===== src/rtl/blctrl_i2c_scheduler.sv =====
// blctrl_i2c_scheduler: round-robin I2C speed writer for NUM_MOTORS BL-Ctrl ESCs
// Ports: clk/rst (async, active high); masterEnable/motorEnable/targetSpeedFlat select speeds;
// scl_*/sda_* drive IOBUF-style open-drain pins (*_t=1 released); busy/frame_done report frames;
// nack_flags hold per-motor NACK status. Macro BLCTRL_CLOCK_STRETCH_EN enables SCL clock stretching.
module blctrl_i2c_scheduler #(
  parameter int NUM_MOTORS = 8,
  parameter logic [7:0] BASE_ADDR = 8'h52,
  parameter int ADDR_STEP = 2,
  parameter int QUARTER_CYCLES = 40,
  parameter int REFRESH_CYCLES = 160000
) (
  input  logic clk,
  input  logic rst,
  input  logic masterEnable,
  input  logic [NUM_MOTORS-1:0] motorEnable,
  input  logic [8*NUM_MOTORS-1:0] targetSpeedFlat,
  input  logic scl_i,
  output logic scl_o,
  output logic scl_t,
  input  logic sda_i,
  output logic sda_o,
  output logic sda_t,
  output logic busy,
  output logic frame_done,
  output logic [NUM_MOTORS-1:0] nack_flags
);
  localparam int MW = NUM_MOTORS > 1 ? $clog2(NUM_MOTORS) : 1;
  localparam int QW = QUARTER_CYCLES > 1 ? $clog2(QUARTER_CYCLES) : 1;
  localparam int RW = REFRESH_CYCLES > 1 ? $clog2(REFRESH_CYCLES) : 1;
  localparam logic [2:0] IDLE = 3'd0, START = 3'd1, ADDR = 3'd2, ADDR_ACK = 3'd3,
                         DATA = 3'd4, DATA_ACK = 3'd5, STOP = 3'd6, GAP = 3'd7;
  logic [2:0] state_q, state_d, bit_q, bit_d;
  logic [QW-1:0] qcnt_q, qcnt_d;
  logic [1:0] quarter_q, quarter_d;
  logic [MW-1:0] motor_q, motor_d;
  logic [7:0] sh_q, sh_d, data_q, data_d;
  logic [RW-1:0] refresh_q, refresh_d;
  logic [NUM_MOTORS-1:0] flags_q, flags_d;
  logic pending_q, pending_d, done_q, done_d, nack_q, nack_d;
  logic hold, qend, bend, req, is_bit;
  assign scl_o = 1'b0;
  assign sda_o = 1'b0;
  assign busy = state_q != IDLE;
  assign frame_done = done_q;
  assign nack_flags = flags_q;
  always_comb begin
    is_bit = state_q inside {ADDR, ADDR_ACK, DATA, DATA_ACK};
    scl_t = state_q == START ? !quarter_q[1] : is_bit ? quarter_q[1] : state_q == STOP ? quarter_q != 2'd0 : 1'b1;
    sda_t = state_q == START ? quarter_q == 2'd0 : (state_q == ADDR || state_q == DATA) ? sh_q[7] :
            state_q == STOP ? quarter_q[1] : 1'b1;
  end
`ifdef BLCTRL_CLOCK_STRETCH_EN
  assign hold = scl_t && !scl_i;
`else
  logic unused_scl_i;
  assign hold = 1'b0;
  assign unused_scl_i = scl_i;
`endif
  assign qend = state_q != IDLE && !hold && qcnt_q == QW'(QUARTER_CYCLES - 1);
  assign bend = qend && quarter_q == 2'd3;
  assign req = refresh_q == RW'(REFRESH_CYCLES - 1);
  always_comb begin
    refresh_d = req ? '0 : refresh_q + 1'b1;
    qcnt_d = (state_q == IDLE || hold) ? qcnt_q : qend ? '0 : qcnt_q + 1'b1;
    quarter_d = qend ? quarter_q + 2'd1 : quarter_q;
    state_d = state_q;
    bit_d = bit_q;
    motor_d = motor_q;
    sh_d = sh_q;
    data_d = data_q;
    nack_d = nack_q;
    flags_d = flags_q;
    done_d = 1'b0;
    pending_d = pending_q;
    if (state_q == IDLE) begin
      if (req || pending_q) begin
        state_d = START;
        motor_d = '0;
        pending_d = 1'b0;
      end
    end else if (req) pending_d = 1'b1;
    // ACK is sampled on the last clk of the third quarter; a released SDA means NACK
    if ((state_q == ADDR_ACK || state_q == DATA_ACK) && qend && quarter_q == 2'd2 && sda_i) nack_d = 1'b1;
    if (bend)
      case (state_q)
        START: state_d = ADDR;
        ADDR, DATA: begin
          sh_d = {sh_q[6:0], 1'b0};
          bit_d = bit_q + 3'd1;
          if (bit_q == 3'd7) state_d = state_q + 3'd1;
        end
        ADDR_ACK: begin
          state_d = nack_q ? STOP : DATA;
          sh_d = data_q;
        end
        DATA_ACK: state_d = STOP;
        STOP: begin
          state_d = GAP;
          flags_d[motor_q] = nack_q;
        end
        GAP: begin
          state_d = motor_q == MW'(NUM_MOTORS - 1) ? IDLE : START;
          done_d = motor_q == MW'(NUM_MOTORS - 1);
          motor_d = motor_q == MW'(NUM_MOTORS - 1) ? motor_q : motor_q + 1'b1;
        end
        default: ;
      endcase
    // address and speed are captured as each motor's START begins
    if (state_d == START && state_q != START) begin
      sh_d = BASE_ADDR + 8'(ADDR_STEP * int'(motor_d));
      data_d = (masterEnable && motorEnable[motor_d]) ? 8'(targetSpeedFlat >> {motor_d, 3'b000}) : 8'h00;
      nack_d = 1'b0;
      bit_d = 3'd0;
    end
  end
  always_ff @(posedge clk or posedge rst)
    if (rst) begin
      state_q <= IDLE;
      bit_q <= '0;
      qcnt_q <= '0;
      quarter_q <= '0;
      motor_q <= '0;
      sh_q <= '0;
      data_q <= '0;
      refresh_q <= '0;
      flags_q <= '0;
      pending_q <= 1'b0;
      done_q <= 1'b0;
      nack_q <= 1'b0;
    end else begin
      state_q <= state_d;
      bit_q <= bit_d;
      qcnt_q <= qcnt_d;
      quarter_q <= quarter_d;
      motor_q <= motor_d;
      sh_q <= sh_d;
      data_q <= data_d;
      refresh_q <= refresh_d;
      flags_q <= flags_d;
      pending_q <= pending_d;
      done_q <= done_d;
      nack_q <= nack_d;
    end
endmodule

===== config.mk =====
export PLATFORM = sky130hd
export DESIGN_NAME = blctrl_i2c_scheduler
export DESIGN_NICKNAME = d
export VERILOG_FILES = /design/src/rtl/blctrl_i2c_scheduler.sv
export SDC_FILE = /design/constraint.sdc
export NUM_CORES = 1
export LEC_CHECK = 0
export ABC_AREA = 1
export ABC_CLOCK_PERIOD_IN_PS = 3200
export BUFFER_PORTS_ARGS = -buffer_cell sky130_fd_sc_hd__buf_4
export CAP_MARGIN = 20
export CORE_MARGIN = 4
export CORE_UTILIZATION = 25
export DETAILED_ROUTE_END_ITERATION = 10
export PLACE_DENSITY = 0.54
export REMOVE_ABC_BUFFERS = 1
export SETUP_SLACK_MARGIN = 0.1
export SKIP_CTS_REPAIR_TIMING = 1
export SLEW_MARGIN = 0
export SYNTH_ARGS = -nofsm -noshare
export SYNTH_HDL_FRONTEND = slang
export SYNTH_SLANG_ARGS = --single-unit

===== constraint.sdc =====
create_clock -name clk -period 3.2 [get_ports clk]
set_input_delay 0.16 -clock clk [delete_from_list [all_inputs] [get_ports clk]]
set_output_delay 0.16 -clock clk [all_outputs]
set_load 0.1 [all_outputs]

==> results.toml, run 1 <==
[outcome]
status = "complete, no violations"

[global_routing]
grt_antenna_before_repair = 0
grt_max_degree = 49
grt_first_pass_wirelength_mm = 18.0
overall_track_demand_over_capacity_in_global_routing_pct = 10.9
globalRouteOverflowTotal = 0
grt_pass1_vias = 3826

[timing]
count_of_pins_over_their_slew_limit = 0
worstMarginPinSlew_ps = 735
clock_skew_ps = 7.89
rsz_0062_raised_after_global_routing = "false"
report.final.hold_viol_count = 0
setup_total_negative_slack_ps = 0
timing.fmax_mhz = 359
setup-violations-final = 0
postLayoutSetupSlackWorst_ps = 414
layout_worst_path_cycle_share_pct = 87.1
final.min_clock_period_ps = 2790
max_slew_margin_pct = 50.7
finalHoldWorstSlack_ps = 146

[placed_design]
post_placement_setup_slack_ps = 461
dp_hpwl_mm = 7.61
place_congestion = 0.800
port_buffers = 87

[synthesis]
post_synth_instance_area_um2 = 4280
post-synth-top-count-cell = "sky130_fd_sc_hd__nand2_1"
yosysTopAreaCellShare_pct = 36.2
synth_cells = 586
synth_top_cell_by_area = "sky130_fd_sc_hd__dfrtp_1"
post_synth.cell_area_avg_um2 = 7.31
top_ff_cell_synth = "sky130_fd_sc_hd__dfrtp_1"
ys_seq_area_share_pct = 36.2
synth.cells.most_frequent = "sky130_fd_sc_hd__nand2_1 (183), sky130_fd_sc_hd__nand3_1 (77), sky130_fd_sc_hd__inv_1 (63)"
async_reset_ff_share_pct = 100
ys_top_cells_by_area = "sky130_fd_sc_hd__dfrtp_1 (36%), sky130_fd_sc_hd__nand2_1 (16%), sky130_fd_sc_hd__nand3_1 (9.0%)"
ys.warnings.count = 0
ys_seq_elements = 62
synth_edf_count = 0
yosysUniqueCellTypes = 45

[power_and_ir_drop]
comb_power_share_pct = 6.9
power_per_cell_area_nw_per_um2 = 356
p_sw_uw = 386
flop_pwr_share_pct = 40.3
internal_power_mw = 1.56
power.leakage_nw = 2.80
power.clock.fraction_pct = 52.8
ir_drop_v = 0.000237
sw_frac_of_total_pct = 19.8

[final_layout]
layout.nets = 767
layout-drive-gt1-share_pct = 21.6
num_antenna_cells = 0
layout.filler_cells = 1823
areaGrowthSynthToFinish_pct = 27.9

[drt]
routedWlPerCell_um = 11.4
viasPerCell = 4.32
antenna_left = 0
postRouteWirelength_mm = 10.3
vias = 3881
first_pass_iters = 4
first_iter_violations = 293
drc_errors = 0

[floorplan]
rows = 47
core_area_um2 = 16700
die_width_um = 139
chipHeight_um = 139
die_area_um2 = 19300
effective_utilization_at_floorplan_pct = 25.6
ioPinCount = 91

[critical_path]
worstPathMaxFanout = 10
critical_path_required_ps = 3040
kind_of_end_point_of_the_critical_path = "output port"
worstSetupStartpointType = "flip-flop"
worst_ep_arrival_time_ps = 2630
setup.worst_path.class = "reg -> out"

[cts]
clock_tree_root = "sky130_fd_sc_hd__clkbuf_16"
clkLatencyLatePin_ps = 320
cts_buffers = 9
cts_num_sinks = 62
cts.htree.levels = 3
path_clk_slew_ps = 50
maximum_buffer_depth_of_the_clock_tree = 2
clock_tree_from_tritoncts = "done"

[flow_run]
timing.max_cap.violations = 0

[hold_path]
hp-class = "in -> reg"
-- metrics by stage --
step | instances | total power, mW | cell area, µm² | util (%)
2_1_floorplan | 568 | 0.851 | 4160 | -
3_3_place_gp | 881 | 0.931 | 5130 | 30.7
3_5_place_dp | 881 | 0.931 | 5130 | 30.7
6_report | 899 | 1.95 | 5480 | 32.8
4_1_cts | 897 | 1.98 | 5450 | 32.6
5_1_grt | 899 | 2.03 | 5480 | 32.8
-- kinds of logic after synthesis --
logic type / Yosys count / synth area share, %
XOR/XNOR: 8 / 1.64
buffers and inverters: 89 / 9.18
other: 1 / 0.0876
adder cells (fa/ha/maj): 16 / 4.68
AO/OA/AOI/OAI: 65 / 9.41
flip-flops: 62 / 36.2
AND/OR/NAND/NOR: 345 / 38.8
-- state kept, by name, indices dropped and copies added (netlist names) --
name / flops
pending_q: 1
nack_flags: 8
qcnt_q: 6
frame_done: 1
data_q: 8
sh_q: 8
state_q: 3
bit_q: 3
motor_q: 3
quarter_q: 2
nack_q: 1
refresh_q: 18
-- layout make-up --
cell class	instances	area [µm²]	area share [%]
Clock inverter	4	70.1	1.28
Sequential cell	62	1550	28.3
Tap cell	220	275	5.03
Timing Repair Buffer	95	728	13.3
Multi-Input combinational cell	436	2340	42.7
Clock buffer	12	246	4.50
Inverter	70	264	4.82
-- per-layer routing --
layer | global-route usage, % | part of all wire (%) | wire length, µm | up-vias
li1 | - | - | - | 2064
met1 | 14.7 | 48 | 4890 | 1699
met2 | 17.2 | 45 | 4600 | 109
met3 | 3.24 | 6.5 | 670 | 9
met4 | 2.78 | 1.0 | 107 | 0
met5 | 0 | 0 | 0 | -
-- power groups by stage --
stage / Clock, mW / Combinational, mW / Sequential, mW
after floorplan: 0 / 0.0523 / 0.798
after global placement: 0 / 0.132 / 0.798
after detailed placement: 0 / 0.133 / 0.798
after CTS: 1.06 / 0.133 / 0.785
after global routing: 1.10 / 0.151 / 0.784
final: 1.03 / 0.134 / 0.785
-- worst max-delay path, cell delays in order (launching register included) --
cell and delay (ps):
sky130_fd_sc_hd__dfrtp_1 450, sky130_fd_sc_hd__inv_2 200, sky130_fd_sc_hd__ha_1 440, sky130_fd_sc_hd__inv_2 180, sky130_fd_sc_hd__nand2_1 150, sky130_fd_sc_hd__nor2_1 70, sky130_fd_sc_hd__nand3_1 60, sky130_fd_sc_hd__o21ai_0 70
sky130_fd_sc_hd__o21ai_0 320, sky130_fd_sc_hd__buf_4 370
-- final timing paths --
path	slack, ps	startpoint	endpoint	cells past startpoint
max	410	state_q[2]	scl_t	9
min	150	sda_i	nack_q	3
max reg2reg	440	state_q[2]	sh_q[4]	17
min reg2reg	470	refresh_q[0]	refresh_q[0]	1
max in group asynchronous	2090	rst	data_q[7]	5
min in group asynchronous	360	rst	refresh_q[1]	3
-- cells in the final DEF, fill, tap and decap left out, types with 3 or more instances in the layout --
master | Yosys | routed
sky130_fd_sc_hd__clkbuf_16 | 0 | 9
sky130_fd_sc_hd__nand2_1 | 183 | 183
sky130_fd_sc_hd__a21oi_1 | 20 | 20
sky130_fd_sc_hd__nand3b_1 | 3 | 3
sky130_fd_sc_hd__nand2_2 | 6 | 6
sky130_fd_sc_hd__nand2_8 | 3 | 3
sky130_fd_sc_hd__nor2_4 | 5 | 5
sky130_fd_sc_hd__clkinv_2 | 1 | 3
sky130_fd_sc_hd__and3_1 | 4 | 4
sky130_fd_sc_hd__nor3_1 | 10 | 10
sky130_fd_sc_hd__o211ai_1 | 5 | 5
sky130_fd_sc_hd__nor2_1 | 36 | 36
sky130_fd_sc_hd__a31oi_1 | 5 | 5
sky130_fd_sc_hd__inv_1 | 63 | 62
sky130_fd_sc_hd__nand2_4 | 4 | 4
sky130_fd_sc_hd__nand4_1 | 5 | 5
sky130_fd_sc_hd__nand3_1 | 77 | 77
sky130_fd_sc_hd__xor2_1 | 7 | 7
sky130_fd_sc_hd__dfrtp_1 | 62 | 62
sky130_fd_sc_hd__buf_4 | 5 | 93
sky130_fd_sc_hd__o21ai_0 | 23 | 23
sky130_fd_sc_hd__inv_2 | 5 | 6
sky130_fd_sc_hd__ha_1 | 16 | 16
(Power assumes the default switching activity.)
==> inputs of run 2 (changes only) <==
CORE_ASPECT_RATIO = 0.5   (was unset)
==> results.toml, run 2 (synthesis gave the netlist of run 1 again) <==
[floorplan]
ioPinCount = 91
chipHeight_um = 101
effective_utilization_at_floorplan_pct = 25.8
die_width_um = 193
die_area_um2 = 19400
rows = 33
core_area_um2 = 16600

[critical_path]
worstPathMaxFanout = 36
setup.worst_path.class = "reg -> reg"
kind_of_end_point_of_the_critical_path = "flip-flop"
worst_ep_arrival_time_ps = 2940
worstSetupStartpointType = "flip-flop"
critical_path_required_ps = 3390

[cts]
maximum_buffer_depth_of_the_clock_tree = 2
cts_buffers = 9
clkLatencyLatePin_ps = 320
path_clk_slew_ps = 50
cts.htree.levels = 3
clock_tree_root = "sky130_fd_sc_hd__clkbuf_16"
clock_tree_from_tritoncts = "done"
cts_num_sinks = 62

[placed_design]
place.detailed.instances = 889
port_buffers = 87
dp_hpwl_mm = 8.12
place_congestion = 0.867

[timing]
timing.fmax_mhz = 365
report.final.hold_viol_count = 0
setup-violations-final = 0
finalHoldWorstSlack_ps = 147
final.min_clock_period_ps = 2740
max_slew_margin_pct = 52.8
clock_skew_ps = 4.71
layout_worst_path_cycle_share_pct = 85.7
worstMarginPinSlew_ps = 702
count_of_pins_over_their_slew_limit = 0
rsz_0062_raised_after_global_routing = "false"

[drt]
vias = 3986
first_iter_violations = 208
drc_errors = 0
postRouteWirelength_mm = 11.0
first_pass_iters = 4
viasPerCell = 4.40
antenna_left = 0
routedWlPerCell_um = 12.1

[outcome]
status = "complete, no violations"

[global_routing]
grt_first_pass_wirelength_mm = 18.7
grt_antenna_before_repair = 0
globalRouteOverflowTotal = 0
grt_max_degree = 37
overall_track_demand_over_capacity_in_global_routing_pct = 11.8
grt_pass1_vias = 3889

[final_layout]
areaGrowthSynthToFinish_pct = 28.3
num_antenna_cells = 0
regMostFlops = "refresh_q"
layout.cells.most_common_list = "sky130_fd_sc_hd__nand2_1 (183), sky130_fd_sc_hd__buf_4 (93), sky130_fd_sc_hd__nand3_1 (77)"
layout.nets = 767
final_core_utilization_pct = 33.1
layoutNonFillerInstCount = 905
number_of_flip_flops_in_the_largest_register = 18
layout-drive-gt1-share_pct = 21.8
layout_commonest_cell = "sky130_fd_sc_hd__nand2_1"

[power_and_ir_drop]
ir_drop_v = 0.000246
power_per_cell_area_nw_per_um2 = 359
power.leakage_nw = 2.80

[hold_path]
hp-class = "in -> reg"

[flow_run]
timing.max_cap.violations = 0
run 2: final timing paths:
path	start	to	slack, ps	depth (start not counted)
max in group asynchronous	rst	data_q[4]	2310	4
min in group asynchronous	rst	refresh_q[12]	360	3
max reg2reg	state_q[0]	sh_q[3]	460	14
max	state_q[0]	sh_q[3]	460	14
min	sda_i	nack_q	150	3
min reg2reg	refresh_q[0]	refresh_q[0]	450	1
run 2: metal layers:
layer | track usage, % | routed length (µm)
met1 | 15.7 | 5350
met2 | 19.6 | 5090
met5 | 0 | 0
met3 | 2.80 | 468
met4 | 2.77 | 79
run 2: cell type report:
cell class	instances	area, µm²
flip-flops and latches	62	1550
well taps	227	284
fillers	1803	11100
multi-input cells	436	2340
inverters	70	264
clock inverters	4	70.1
repair buffers	95	728
clock buffers	11	253
run 2: worst max-delay path, cell delays in order, from the launching register on:
cell and delay, ps:
sky130_fd_sc_hd__dfrtp_1 390, sky130_fd_sc_hd__inv_1 120, sky130_fd_sc_hd__ha_1 340, sky130_fd_sc_hd__nand2_8 150
sky130_fd_sc_hd__nand2_4 70, sky130_fd_sc_hd__nor2_8 140, sky130_fd_sc_hd__nand4_4 160, sky130_fd_sc_hd__nand2_4 140
sky130_fd_sc_hd__nand2_8 120, sky130_fd_sc_hd__nand2_8 220, sky130_fd_sc_hd__inv_1 120, sky130_fd_sc_hd__ha_1 210
sky130_fd_sc_hd__ha_1 260, sky130_fd_sc_hd__nand2_1 60, sky130_fd_sc_hd__o21ai_0 80
run 2: stage by stage:
step	area (µm²)	total power, mW	TNS [ps]	setup WS, ps
finish	5490	1.97	0	457
global route	5490	2.05	0	183
CTS	5480	2.00	0	404
detailed placement	5160	0.934	0	444
global placement	5140	0.931	0	466
floorplan	4160	0.851	-392	-392
run 2: power breakdown:
| part | switching, mW | internal [mW] |
|---|---|---|
| Combinational | 0.0580 | 0.0767 |
| Clock | 0.336 | 0.716 |
| Sequential | 0 | 0.785 |
| Total | 0.394 | 1.58 |
